### config.mk
export PLATFORM = sky130hd
export DESIGN_NAME = key_encoder
export DESIGN_NICKNAME = d
export VERILOG_FILES = /design/src/rtl/key_pkg.sv /design/src/rtl/tick_gen.sv /design/src/rtl/key_encoder.sv
export SDC_FILE = /design/constraint.sdc
export NUM_CORES = 1
export LEC_CHECK = 0
export ABC_AREA = 1
export CAP_MARGIN = 15
export CORE_MARGIN = 2
export CORE_UTILIZATION = 50
export DETAILED_ROUTE_END_ITERATION = 6
export GPL_ROUTABILITY_DRIVEN = 0
export PLACE_DENSITY_LB_ADDON = 0.3
export SKIP_LAST_GASP = 1
export SYNTH_ARGS = -nofsm -noshare
export SYNTH_HDL_FRONTEND = slang
export SYNTH_SLANG_ARGS = --single-unit
export TNS_END_PERCENT = 50
### constraint.sdc
create_clock -name clk -period 1.61 [get_ports clk]
set_input_delay 0.161 -clock clk [delete_from_list [all_inputs] [get_ports clk]]
set_output_delay 0.161 -clock clk [all_outputs]
set_load 0.005 [all_outputs]
### src/rtl/key_pkg.sv
// Shared types and widths for the debounced push-button encoder.
package key_pkg;

  localparam int unsigned KEY_W  = 8;
  localparam int unsigned CODE_W = 3;

  typedef enum logic [1:0] {
    StIdle,
    StPress,
    StHeld,
    StRelease
  } key_state_e;

endpackage

### src/rtl/tick_gen.sv
// Free-running prescaler: one-cycle tick every DIV clocks, restarted by reset.
module tick_gen #(
  parameter int unsigned DIV = 62500
) (
  input  logic clk,
  input  logic rst,
  output logic tick
);

  localparam int unsigned CntW = (DIV > 1) ? $clog2(DIV) : 1;
  localparam logic [CntW-1:0] CntMax = CntW'(DIV - 1);

  logic [CntW-1:0] cnt_q, cnt_d;

  assign tick = (cnt_q == CntMax);

  always_comb begin
    cnt_d = cnt_q + 1'b1;
    if (tick) begin
      cnt_d = '0;
    end
  end

  always_ff @(posedge clk) begin
    if (rst) begin
      cnt_q <= '0;
    end else begin
      cnt_q <= cnt_d;
    end
  end

endmodule

### src/rtl/key_encoder.sv
// Eight-button priority encoder with synchronizer, tick-based debounce and a
// one-cycle press strobe on acceptance.
module key_encoder
  import key_pkg::*;
#(
  parameter int unsigned TICK_DIV       = 62500,
  parameter int unsigned DEBOUNCE_TICKS = 20
) (
  input  logic              clk,
  input  logic              rst,
  input  logic [KEY_W-1:0]  key,
  output logic [CODE_W-1:0] code,
  output logic              valid,
  output logic              press
);

  localparam logic [7:0] DbMax = 8'(DEBOUNCE_TICKS - 1);

  logic [KEY_W-1:0]  sync1_q, sync2_q;
  logic [KEY_W-1:0]  act;
  logic              any;
  logic [CODE_W-1:0] raw;
  logic              tick;

  key_state_e        state_q, state_d;
  logic [CODE_W-1:0] cand_q, cand_d;
  logic [7:0]        db_cnt_q, db_cnt_d;
  logic [CODE_W-1:0] code_q, code_d;
  logic              valid_q, valid_d;
  logic              press_q, press_d;

  tick_gen #(
    .DIV (TICK_DIV)
  ) u_tick_gen (
    .clk  (clk),
    .rst  (rst),
    .tick (tick)
  );

  assign act = ~sync2_q;
  assign any = |act;

  // Ascending scan so the highest set bit wins.
  always_comb begin
    raw = '0;
    for (int i = 0; i < KEY_W; i++) begin
      if (act[i]) begin
        raw = CODE_W'(i);
      end
    end
  end

  always_comb begin
    state_d  = state_q;
    cand_d   = cand_q;
    db_cnt_d = db_cnt_q;
    code_d   = code_q;
    valid_d  = valid_q;
    press_d  = 1'b0;
    unique case (state_q)
      StIdle: begin
        if (any) begin
          state_d  = StPress;
          cand_d   = raw;
          db_cnt_d = '0;
        end
      end
      StPress: begin
        if (!any) begin
          state_d  = StIdle;
          db_cnt_d = '0;
        end else if (raw != cand_q) begin
          cand_d   = raw;
          db_cnt_d = '0;
        end else if (tick) begin
          if (db_cnt_q == DbMax) begin
            state_d  = StHeld;
            code_d   = cand_q;
            valid_d  = 1'b1;
            press_d  = 1'b1;
            db_cnt_d = '0;
          end else begin
            db_cnt_d = db_cnt_q + 8'd1;
          end
        end
      end
      StHeld: begin
        if (!any) begin
          state_d  = StRelease;
          db_cnt_d = '0;
        end
      end
      StRelease: begin
        if (any) begin
          state_d  = StHeld;
          db_cnt_d = '0;
        end else if (tick) begin
          if (db_cnt_q == DbMax) begin
            state_d  = StIdle;
            valid_d  = 1'b0;
            db_cnt_d = '0;
          end else begin
            db_cnt_d = db_cnt_q + 8'd1;
          end
        end
      end
      default: state_d = StIdle;
    endcase
  end

  always_ff @(posedge clk) begin
    if (rst) begin
      sync1_q  <= '1;
      sync2_q  <= '1;
      state_q  <= StIdle;
      cand_q   <= '0;
      db_cnt_q <= '0;
      code_q   <= '0;
      valid_q  <= 1'b0;
      press_q  <= 1'b0;
    end else begin
      sync1_q  <= key;
      sync2_q  <= sync1_q;
      state_q  <= state_d;
      cand_q   <= cand_d;
      db_cnt_q <= db_cnt_d;
      code_q   <= code_d;
      valid_q  <= valid_d;
      press_q  <= press_d;
    end
  end

  assign code  = code_q;
  assign valid = valid_q;
  assign press = press_q;

endmodule

After elaboration in Yosys (flattened, before gate mapping)
Index checks and enable logic that the tools add are counted.
Widths: inputs -> output; s select.
{"block": "totals", "ff_bits": 50, "inputBits": 10, "out_inout_bits": 5, "wordCells": 86}
{"block": "classes", "n_addsub": 2, "n_eq_ne": 21, "mux": 38, "bitwise_logic": 5, "reduce_logical": 11}
{"cell": "$mux 8", "count": 7}
{"cell": "$pmux 8 s4", "count": 1}
{"cell": "$mux 3", "count": 9}
{"cell": "$ne 2x2->1 const B", "count": 10}
{"cell": "$mux 2", "count": 9}
{"cell": "$add 16x1->16 const B", "count": 1}
{"cell": "$eq 16x16->1 const B", "count": 1}
{"cell": "$ne 3x3->1 const B", "count": 5}
{"cell": "$mux 1", "count": 9}
{"cell": "$add 8x1->8 const B", "count": 1}
{"cell": "$eq 8x5->1 const B", "count": 1}
{"cell": "$not 8->8", "count": 1}
{"cell": "$pmux 2 s4", "count": 1}
{"cell": "$reduce_and 8->1", "count": 1}
{"cell": "$reduce_or 8->1", "count": 1}
{"cell": "$reduce_and 7->1", "count": 1}
{"cell": "$pmux 3 s2", "count": 1}
{"cell": "$reduce_and 5->1", "count": 1}
{"cell": "$reduce_or 5->1", "count": 1}
{"cell": "$eq 2x2->1 const B", "count": 2}
{"cell": "$not 1->1", "count": 4}
{"cell": "$reduce_and 4->1", "count": 1}
{"cell": "$reduce_bool 2->1", "count": 2}
{"cell": "$ne 3x3->1", "count": 1}
{"cell": "5 further kinds", "count": 5}

Longest topological paths before layout
Gate-level depths: netlist of run 1.
{"block": "depth", "word_depth": 12, "mapped_depth": 14, "mapped_depth_nobuf": 14}

By module
From an unflattened synthesis of run 1, not the netlist that was laid out.
{"block": "hier_totals", "hier_cells": 376, "hier_area_um2": 2558.7}
{"mod": "key_encoder", "n_inst": 1, "cells_per_inst": 242, "area_each_um2": 1705.4, "seq_area_each_um2": 680.7}
{"mod": "tick_gen", "n_inst": 1, "cells_per_inst": 134, "area_each_um2": 853.3, "seq_area_each_um2": 320.3}

Worst setup path before layout of run 1
Ideal clock, no wire load.
{"block": "synth_path", "path_kind": "reg2reg", "startpoint": "reg u_tick_gen.cnt_q[0]", "endpoint": "reg code_q[2] (netlist: code[2])", "setup_time_ns": 0.116, "t_arrival_ns": 1.552, "required_time_ns": 1.494, "path_slack_ns": -0.058, "path_stages_with_launch": 13, "path_buffers": 0, "synth_period_minus_slack_ns": 1.668, "path_cell_list": "dfxtp_1 > ha_1 > inv_1 > nor2_1 > nand3_1 > nor2_1 > nand2_2 > inv_1 > nand2_1 > inv_1 > nand2_1 > o21ai_0 > nor2_1"}
{"block": "synth_between", "elab_chain_len": 2}
{"element": "start, declared", "line_no": "tick_gen.sv:13", "source": "logic [CntW-1:0] cnt_q, cnt_d;"}
{"element": "start signal, assigned", "line_no": "tick_gen.sv:28", "source": "cnt_q <= cnt_d;"}
{"element": "$eq 16x16->1", "line_no": "tick_gen.sv:15", "source": "assign tick = (cnt_q == CntMax);"}
{"element": "$reduce_and 5->1 (no source line)"}
{"element": "end signal, assigned", "line_no": "key_encoder.sv:127", "source": "code_q <= code_d;"}
{"element": "end, declared", "line_no": "key_encoder.sv:28", "source": "logic [CODE_W-1:0] code_q, code_d;"}
No other way between the ends.
A chain may end at the register's enable or synchronous reset.

Final worst setup path of run 1
{"block": "layout_path", "startpoint": "reg u_tick_gen.cnt_q[0]", "endpoint": "reg u_tick_gen.cnt_q[6]"}
{"block": "layout_between", "elab_chain_len": 2, "elab_cells_between_ends": 3, "classes_between": "1 x add/sub; 1 x eq/ne; 1 x reduce/logical"}
{"element": "branches (longest 2 deep; another with $add 16x1->16)"}
Parallel ways; which one is timed is not known.

==> reports/results.tsv, run 1 <==
stage	metric	value	unit
worst_setup_path	startpoint class of the critical path	register	
detailed_routing	vias per inst	5.09	
synthesis	Yosys top cell by area	dfxtp_1	
floorplanning	row count	24	
min_path	WHS Endpoint	sync1_q[7]	
worst_setup_path	worst path cell trace	ha_4 -> inv_4 -> nor2_4 -> nand3_1 -> nor2_1 -> nand2_2 -> buf_4 -> nand2_2 -> buf_4 -> nor3b_1	
timing	Max-slew headroom	81.7	%
placement	placed cell count	419	
power_and_ir_drop	power per cell area	884	mW/mm^2
power_and_ir_drop	Pleak	0.00124	uW
cells_and_area	antenna cells	0	
floorplanning	num ports	15	
timing	Final min period	1.62	ns
power_and_ir_drop	Pint	1930	uW
worst_setup_path	R2R setup slack	-0.008	ns
cells_and_area	fraction of layout cells with a size suffix above 1	28.3	%
synthesis	Mean Syn Cell Area	6.95	um^2
timing	worst setup margin	-0.00782	ns
synthesis	register bit total from synthesis	50	
min_path	HP Start	key[7]	
floorplanning	die height	72.5	um
detailed_routing	post-route ant nets	0	
cells_and_area	Cell Count, Final, Fillers Out	434	
clocking	H-tree depth	2	
clocking	Root Driver	clkbuf_8	
grt	Total Routing Usage GR	19.5	%
grt	met1 GRT Util	24.3	%
timing	final hold vios	0	
timing	final setup violation count	4	
power_and_ir_drop	Sw Share	27.7	%
grt	met3 Use GR	4.86	%
worst_setup_path	WP data required	1.82	ns
floorplanning	die footprint	0.00525	mm^2
detailed_routing	Via Count	2207	
timing	Final Cycle Share	100	%
floorplanning	core area	0.00444	mm^2
worst_setup_path	Slowest-stage cell, CP	dfxtp_2	
synthesis	mux contribution to synthesized area	0	%
placement	post-DP HPWL	3460	um
grt	initial antenna violation count	0	
min_path	Hold Path Class	in2reg	
detailed_routing	detailed router's first-iteration violation count	159	
grt	vias in the first global route	1983	
status	failing checks	negative setup slack	
detailed_routing	Wirelength per Cell	11.3	um
timing	Worst-Margin Slew	0.274	ns
detailed_routing	total wire length	4920	um
grt	first-pass GRT wire length	8160	um
status	status	finished with violations	
synthesis	Cells after Synth	337	
synthesis	Synth Area in Adders	1.07	%
timing	clk_skew	0.00896	ns
placement	DP Area	0.00269	mm^2
synthesis	Yosys cell types	30	
power_and_ir_drop	clock power share	34.4	%
power_and_ir_drop	Sequential Power Share	49.4	%
clocking	later-pin clock latency in the skew report	0.32	ns
job	Max-cap violations	0	
worst_setup_path	Critical Path End Type	register	
clocking	Clock Sinks	50	
detailed_routing	post-route DRC violation count	0	
cells_and_area	Final Cell Area	0.00302	mm^2
clocking	clock slew at reported path FFs	0.10	ns
timing	fin. max-slew vios	0	
synthesis	sequential element share of the synthesized area	42.7	%
min_path	Worst Hold Depth	2	
power_and_ir_drop	logic gate share of total power	16.3	%
grt	largest net degree at the start of global routing	21	
synthesis	Compound-Gate Fraction of Synth Area	9.29	%
placement	I/O Buffers	14	
timing	fmax	618	MHz
synthesis	top post-synthesis cells by area	dfxtp_1 43%, nand2_1 12%, inv_1 7.2%	
floorplanning	Initial Util	52.7	%
synthesis	Post-synth EDFFs	0	
clocking	CTS tree	yes	
synthesis	Synth Area in Simple Gates	38.0	%
clocking	post-cts hold buffer count	0	
clocking	CTS Buf Count	5	
worst_setup_path	R2R depth	10	
cells_and_area	Area Growth Syn to Fin	28.9	%
synthesis	synthesized area	0.00234	mm^2
power_and_ir_drop	VDD IR max	0.683	mV
clocking	Clock Path Buffers	2	
worst_setup_path	Worst Path Arrival	1.82	ns
grt	gr busiest metal	met2	
grt	grt ovf	0	
synthesis	combinational family with the most area after synthesis	simple AND/OR/NAND/NOR gates	
synthesis	FFs w/ async S/R, synth	0	%
timing	RSZ-0062 raised after global routing	yes	
synthesis	Synth Flop Type	dfxtp_1	
synthesis	cell with the most instances after synthesis	nand2_1	
worst_setup_path	reg-to-reg endpoint	u_tick_gen.cnt_q[6]	
synthesis	area share of the largest cell type after synthesis	42.7	%
worst_setup_path	Crit path largest cell delay	0.37	ns
synthesis	xor-xnor portion of the synthesized cell area	0.747	%
detailed_routing	DRT Pass-1 Iters	4	
floorplanning	DIE WIDTH	72.5	um
timing	Hold WS	0.396	ns
worst_setup_path	critical setup path kind	reg2reg	
cells_and_area	Nets	393	
synthesis	list of most frequent post-synthesis cells	75 x nand2_1, 50 x dfxtp_1, 45 x inv_1, 40 x nor2_1, 23 x a21oi_1	
placement	pre-CTS setup slack	-0.0988	ns
worst_setup_path	crit path max fanout	6	
worst_setup_path	FF-to-FF Start	u_tick_gen.cnt_q[0]	
grt	GRT met2 Usage	32.3	%
synthesis	syn_nets	349	
power_and_ir_drop	net switching component of the power	741	uW
synthesis	yosys warns	0	
[power by group through the flow]
stage / registers (uW) / logic (uW) / clock network (uW)
6_report: 1320 / 434 / 917
5_1_grt: 1320 / 482 / 981
4_1_cts: 1320 / 369 / 938
3_5_place_dp: 1340 / 363 / 0
3_3_place_gp: 1340 / 355 / 0
2_1_floorplan: 1340 / 239 / 0
[cells in the final DEF, fill, tap and decap left out, types with 8 or more instances in the layout]
| cell | count |
|---|---|
| nand4_1 | 10 |
| or2_2 | 16 |
| nand2_2 | 10 |
| a21oi_1 | 22 |
| nor2_1 | 32 |
| dfxtp_2 | 8 |
| buf_4 | 27 |
| nand2_1 | 65 |
| dfxtp_1 | 41 |
| nand3_1 | 19 |
| nor2_4 | 8 |
| clkdlybuf4s50_1 | 14 |
| inv_1 | 40 |
[registers in the layout, summed over array words and instances (netlist names), 3 cells and up, named ones only]
register	flops
cand_q	3
db_cnt_q	8
sync1_q	8
u_tick_gen.cnt_q	16
sync2_q	8
code	3
[timing repair]
item / CTS / global route
endpoints found under the setup margin: 28 / 30
buffers inserted: 0 / 7
pin swaps: 7 / 15
gates resized for setup: 14 / 46
[worst max path at each step]
stage / start / to / slack, ns / cells past startpoint
after floorplan: u_tick_gen.cnt_q[1] / code[2] / 0.01 / 12
after global placement: u_tick_gen.cnt_q[1] / u_tick_gen.cnt_q[7] / -0.009 / 10
after detailed placement: u_tick_gen.cnt_q[1] / code[2] / -0.1 / 12
after CTS: u_tick_gen.cnt_q[1] / register / -0.03 / 13
after global routing: u_tick_gen.cnt_q[0] / code[0] / -0.13 / 12
final: u_tick_gen.cnt_q[0] / u_tick_gen.cnt_q[6] / -0.008 / 10
[metrics by stage]
step / total power (uW) / setup TNS (ns) / util [%]
after detailed placement: 1710 / -1.06 / 60.5
after CTS: 2620 / -0.0937 / 63.7
after floorplan: 1580 / 0 / -
after global placement: 1700 / -0.0403 / 60.5
after global routing: 2790 / -2.06 / 68.0
final: 2670 / -0.0150 / 68.0
[routing by layer]
metal	vias to the layer above	part of all wire, %
met4	0	2.2
met5	-	0
met1	987	48
met3	13	3.2
li1	1169	-
met2	38	47
[cell families after synthesis]
group	count (synthesis)
xor+xnor	2
flops	50
compound gates	41
simple gates	191
fa+ha+maj	2
buf+inv	51
[worst max-delay path: cells and delay by family, from the launching register on]
kind,cells,cell delay (ns)
DFF,1,0.37
buffers and inverters,3,0.38
adders and majority gates,1,0.17
and+or+nand+nor,6,0.61
[layout make-up]
class                      count  area [um^2]
multi-input combinational    236         1300
fill                         358         1420
clock buffer                   5         68.8
clock inverter                 3         47.5
tap                           52         65.1
sequential                    50         1010
inverter                      47          184
timing repair buffer          41          343
Power figures use the tool's default switching activity.
==> run 2: changes to the inputs <==
CORE_ASPECT_RATIO = 1.2   (was default)
==> run 2 against run 1 <==
The run still ends with negative setup slack left. Via count barely moved. Die area barely moved. Sequential power barely moved. Sequential share of layout area fell by 0.43 points. Combinational power barely moved. Flip-flop and latch count did not move.
==> reports/results.tsv, run 2 (same netlist as run 1, synthesis figures left out) <==
stage	metric	value	unit
status	failing checks	negative setup slack	
clocking	Clock Path Buffers	2	
min_path	Hold Path Class	in2reg	
floorplanning	row count	27	
timing	final hold vios	0	
clocking	clock slew at reported path FFs	0.09	ns
grt	grt ovf	0	
floorplanning	Initial Util	51.4	%
cells_and_area	antenna cells	0	
floorplanning	num ports	15	
power_and_ir_drop	VDD IR max	0.710	mV
cells_and_area	Nets	393	
floorplanning	core area	0.00456	mm^2
detailed_routing	DRT Pass-1 Iters	4	
worst_setup_path	critical setup path kind	reg2reg	
clocking	H-tree depth	2	
grt	initial antenna violation count	0	
clocking	CTS Buf Count	5	
cells_and_area	commonest non-fill, non-tap cell in the layout	nand2_1	
power_and_ir_drop	power per cell area	828	mW/mm^2
floorplanning	die footprint	0.00525	mm^2
placement	I/O Buffers	14	
status	status	finished with violations	
cells_and_area	fraction of layout cells with a size suffix above 1	29.1	%
grt	largest net degree at the start of global routing	25	
clocking	Clock Sinks	50	
worst_setup_path	startpoint class of the critical path	register	
clocking	Root Driver	clkbuf_8	
timing	fmax	605	MHz
worst_setup_path	WP data required	1.81	ns
floorplanning	die height	79.0	um
placement	pre-CTS setup slack	-0.142	ns
timing	RSZ-0062 raised after global routing	yes	
timing	Worst-Margin Slew	0.260	ns
timing	Final Cycle Share	103	%
detailed_routing	post-route DRC violation count	0	
worst_setup_path	crit path max fanout	3	
timing	Max-slew headroom	82.5	%
grt	Total Routing Usage GR	19.8	%
detailed_routing	vias per inst	5.01	
clocking	post-cts hold buffer count	0	
timing	Final min period	1.65	ns
detailed_routing	detailed router's first-iteration violation count	96	
placement	DP Area	0.00272	mm^2
cells_and_area	fillers	402	
cells_and_area	max reg flops	16	
cells_and_area	most frequent cells in the layout	64 x nand2_1, 42 x dfxtp_1, 40 x inv_1	
detailed_routing	Via Count	2206	
timing	clk_skew	0.00551	ns
clocking	CTS tree	yes	
job	Max-cap violations	0	
worst_setup_path	Worst Path Arrival	1.86	ns
timing	final setup violation count	3	
detailed_routing	Wirelength per Cell	11.2	um
floorplanning	DIE WIDTH	66.5	um
cells_and_area	Area Growth Syn to Fin	30.4	%
cells_and_area	Final Cell Area	0.00306	mm^2
timing	worst setup margin	-0.0417	ns
timing	fin. max-slew vios	0	
clocking	later-pin clock latency in the skew report	0.31	ns
power_and_ir_drop	PnR Total Power	2530	uW
grt	first-pass GRT wire length	8160	um
power_and_ir_drop	Pleak	0.00125	uW
detailed_routing	post-route ant nets	0	
timing	Hold WS	0.407	ns
placement	post-DP HPWL	3430	um
worst_setup_path	Critical Path End Type	register	
grt	vias in the first global route	2056	
detailed_routing	total wire length	4950	um
cells_and_area	Biggest register	u_tick_gen.cnt_q	
## run 2: cell types whose count changed in the layout (fill, tap and decap cells not counted), moves of 2 or more
| cell | change |
|---|---|
| buf_4 | -2 |
| nand3_4 | +2 |
| nand3_2 | -2 |
| nor2_1 | -2 |
## run 2: metrics by stage
stage                     instances  util, %  TNS (ns)
final                           440     67.0   -0.0646
after floorplan                 337        -         0
after global placement          426     59.6   -0.0965
after CTS                       435     63.0  -0.00446
after detailed placement        426     59.6    -0.539
after global routing            440     67.0     -1.48
## run 2: worst paths after layout
check / from / to / slack, ns / cells past startpoint
worst max register to register: u_tick_gen.cnt_q[0] / u_tick_gen.cnt_q[14] / -0.04 / 11
worst min register to register: sync1_q[0] / sync2_q[0] / 0.42 / 1
worst min-delay path: key[6] / sync1_q[6] / 0.41 / 2
worst max-delay path: u_tick_gen.cnt_q[0] / u_tick_gen.cnt_q[14] / -0.04 / 11
## run 2: cell type report
type | count | area (um^2) | share of cell area (%)
Inverter | 47 | 184 | 6.02
Tap cell | 58 | 72.6 | 2.38
Multi-Input combinational cell | 236 | 1330 | 43.5
Sequential cell | 50 | 1010 | 33.2
Timing Repair Buffer | 41 | 359 | 11.8
Clock buffer | 5 | 68.8 | 2.25
Clock inverter | 3 | 28.8 | 0.942
## run 2: repair_timing
action	CTS	global route
buffers inserted	1	5
pin swaps	8	20
setup endpoints to repair	13	22
gates resized for setup	23	43
gates cloned	0	0
## run 2: routing by layer
layer | track usage (%) | vias up | routed length, um
li1 | - | 1163 | -
met3 | 4.67 | 6 | 131
met2 | 35.1 | 35 | 2640
met1 | 22.1 | 1002 | 2120
met5 | 0 | - | 0
met4 | 8.57 | 0 | 55
## run 2: power by group
group          switching, uW  total, uW  internal (uW)  leakage [uW]
Sequential              34.3       1320           1290      0.000408
Combinational            257        431            173      0.000794
Clock                    454        780            325     0.0000506
## run 2: critical path, stage by stage, from the launching register on
cell,delay [ns]
dfxtp_2,0.36
ha_4,0.16
buf_6,0.10
nand2_4,0.05
nor2_4,0.12
nand2_2,0.08
nor2_4,0.12
nand2_2,0.08
nor2_4,0.16
nand3_4,0.09
o21ai_0,0.15
a21oi_1,0.08
==> run 3: changes to the inputs <==
PLACE_DENSITY = 0.76   (was default)
PLACE_DENSITY_LB_ADDON = default   (was 0.3)
==> run 3 against run 2 <==
The flow now finishes without violations. Hold slack lost 0.0040 ns. First-iteration DRC count up 14%. Critical path depth rose by 2. Worst setup slack better by 0.056 ns. Critical path type unchanged. Highest routed layer unchanged. Die area is the same. Final cell count rose by 1.1%. Combinational power is 9.0% higher. Sequential share of layout area down 0.79 points. Sequential power barely moved.
==> reports/results.tsv, run 3 (same netlist as run 1, synthesis figures left out) <==
stage	metric	value	unit
cells_and_area	Area Growth Syn to Fin	33.7	%
power_and_ir_drop	Pleak	0.00131	uW
grt	gr busiest metal	met2	
grt	GRT met2 Usage	36.4	%
clocking	CTS Buf Count	5	
clocking	later-pin clock latency in the skew report	0.31	ns
worst_setup_path	Worst Path Arrival	1.85	ns
timing	final hold vios	0	
detailed_routing	Wirelength per Cell	11.7	um
detailed_routing	DRT Pass-1 Iters	4	
placement	DP Area	0.00273	mm^2
timing	Final min period	1.60	ns
clocking	CTS tree	yes	
grt	met3 Use GR	3.82	%
cells_and_area	most frequent cells in the layout	60 x nand2_1, 41 x dfxtp_1, 38 x inv_1	
worst_setup_path	Critical Path End Type	register	
worst_setup_path	Slowest-stage cell, CP	dfxtp_2	
floorplanning	num ports	15	
grt	first-pass GRT wire length	8420	um
timing	Max-slew headroom	73.6	%
cells_and_area	fillers	377	
timing	worst setup margin	0.0142	ns
power_and_ir_drop	clock power share	34.7	%
timing	Final Cycle Share	99.1	%
power_and_ir_drop	VDD IR max	0.634	mV
power_and_ir_drop	power per cell area	873	mW/mm^2
cells_and_area	commonest non-fill, non-tap cell in the layout	nand2_1	
floorplanning	DIE WIDTH	66.5	um
power_and_ir_drop	net switching component of the power	740	uW
power_and_ir_drop	Sequential Power Share	48.2	%
clocking	H-tree depth	2	
clocking	Clock Sinks	50	
worst_setup_path	WP data required	1.86	ns
job	Max-cap violations	0	
worst_setup_path	critical setup path kind	reg2reg	
detailed_routing	post-route DRC violation count	0	
grt	Total Routing Usage GR	20.2	%
detailed_routing	detailed router's first-iteration violation count	109	
min_path	WHS Endpoint	sync2_q[0]	
worst_setup_path	CP top delay family	simple AND/OR/NAND/NOR gates	
status	status	finished, final reports clean	
cells_and_area	max reg flops	16	
worst_setup_path	worst path cell trace	ha_4 -> inv_2 -> nor2_2 -> nand2_1 -> nor2_1 -> nand2_1 -> nor2_2 -> nand2_2 -> nand2_1 -> nand2_1 -> nor2_2 -> nand2_1 -> a21oi_1	
worst_setup_path	startpoint class of the critical path	register	
worst_setup_path	FF-to-FF Start	u_tick_gen.cnt_q[1]	
placement	pre-CTS setup slack	-0.0893	ns
worst_setup_path	Crit path top cell by count	nand2_1	
timing	Worst-Margin Slew	0.394	ns
timing	clk_skew	0.0101	ns
timing	fin. max-slew vios	0	
cells_and_area	antenna cells	0	
worst_setup_path	R2R depth	13	
min_path	HP Start	sync1_q[0]	
detailed_routing	vias per inst	5.09	
floorplanning	die footprint	0.00525	mm^2
grt	grt ovf	0	
power_and_ir_drop	Sw Share	27.0	%
floorplanning	die height	79.0	um
placement	post-DP HPWL	3480	um
worst_setup_path	R2R setup slack	0.01	ns
power_and_ir_drop	Pint	2000	uW
cells_and_area	Reg area	0.00101	mm^2
cells_and_area	fraction of layout cells with a size suffix above 1	32.6	%
timing	setup TNS	0	ns
cells_and_area	Nets	398	
worst_setup_path	WP buf/inv	1	
cells_and_area	area of the multi-input gates	0.00135	mm^2
worst_setup_path	Crit path largest cell delay	0.36	ns
power_and_ir_drop	logic gate share of total power	17.2	%
floorplanning	row count	27	
clocking	Clock Path Buffers	2	
clocking	clock slew at reported path FFs	0.10	ns
cells_and_area	Final Util	68.7	%
min_path	Hold Path Class	reg2reg	
min_path	Worst Hold Depth	1	
timing	final setup violation count	0	
grt	initial antenna violation count	0	
floorplanning	Initial Util	51.4	%
grt	met1 GRT Util	23.7	%
grt	vias in the first global route	2046	
timing	RSZ-0062 raised after global routing	yes	
floorplanning	core area	0.00456	mm^2
detailed_routing	post-route ant nets	0	
detailed_routing	total wire length	5200	um
clocking	Root Driver	clkbuf_8	
placement	placed cell count	430	
timing	fmax	627	MHz
cells_and_area	Final Cell Area	0.00313	mm^2
cells_and_area	Cell Count, Final, Fillers Out	445	
cells_and_area	Biggest register	u_tick_gen.cnt_q	
worst_setup_path	crit path max fanout	4	
grt	largest net degree at the start of global routing	25	
placement	I/O Buffers	14	
detailed_routing	Via Count	2267	
run 3: cell count changes in the layout (fill, tap and decap cells not counted), moves of 2 or more:
cell / previous run / this run
buf_4: 25 / 29
nand2_1: 64 / 60
inv_2: 4 / 7
nand2_4: 3 / 6
nand3_2: 0 / 3
a21oi_1: 21 / 19
a21oi_2: 2 / 4
buf_6: 1 / 3
inv_1: 40 / 38
nand3_4: 2 / 0
nor2_2: 8 / 10
nor2_4: 9 / 7
run 3: power groups by stage:
stage	Combinational, uW	Clock (uW)	Sequential, uW
floorplan	239	0	1340
global placement	366	0	1340
detailed placement	375	0	1340
CTS	387	967	1320
global route	526	1020	1320
finish	470	948	1320
run 3: worst max-delay path by stage:
| stage | cells after the start | startpoint | endpoint | slack (ns) |
|---|---|---|---|---|
| after global routing | 11 | u_tick_gen.cnt_q[5] | code[1] | -0.14 |
| after detailed placement | 13 | u_tick_gen.cnt_q[1] | code[1] | -0.09 |
| after floorplan | 12 | u_tick_gen.cnt_q[1] | code[2] | 0.01 |
| after global placement | 8 | sync2_q[3] | db_cnt_q[6] | -0.02 |
| after CTS | 12 | u_tick_gen.cnt_q[1] | u_tick_gen.cnt_q[14] | -0.04 |
| final | 13 | u_tick_gen.cnt_q[1] | register | 0.01 |
run 3: per-layer routing:
| metal | part of all wire (%) | routed length (um) |
|---|---|---|
| met5 | 0 | 0 |
| met3 | 2.4 | 124 |
| met2 | 52 | 2690 |
| met4 | 1.8 | 93 |
| met1 | 44 | 2290 |
run 3: repair_timing:
item	4_1_cts	5_1_grt
hold buffers	0	0
pin swaps	9	15
gates resized for setup	17	61
endpoints found under the setup margin	15	34
setup buffers	2	5
run 3: through the flow:
| stage | hold slack (ns) | total power, uW |
|---|---|---|
| after global placement | 0.390 | 1710 |
| after detailed placement | 0.393 | 1720 |
| after CTS | 0.403 | 2670 |
| after global routing | 0.407 | 2870 |
| final | 0.403 | 2740 |
| after floorplan | 0.265 | 1580 |
run 3: area by class of cell:
| cell class | count | area share [%] |
|---|---|---|
| clock inverters | 2 | 1.24 |
| clock buffers | 6 | 2.63 |
| well taps | 58 | 2.32 |
| multi-input cells | 236 | 43.2 |
| flip-flops and latches | 50 | 32.4 |
| repair buffers | 46 | 12.5 |
| inverters | 47 | 5.79 |
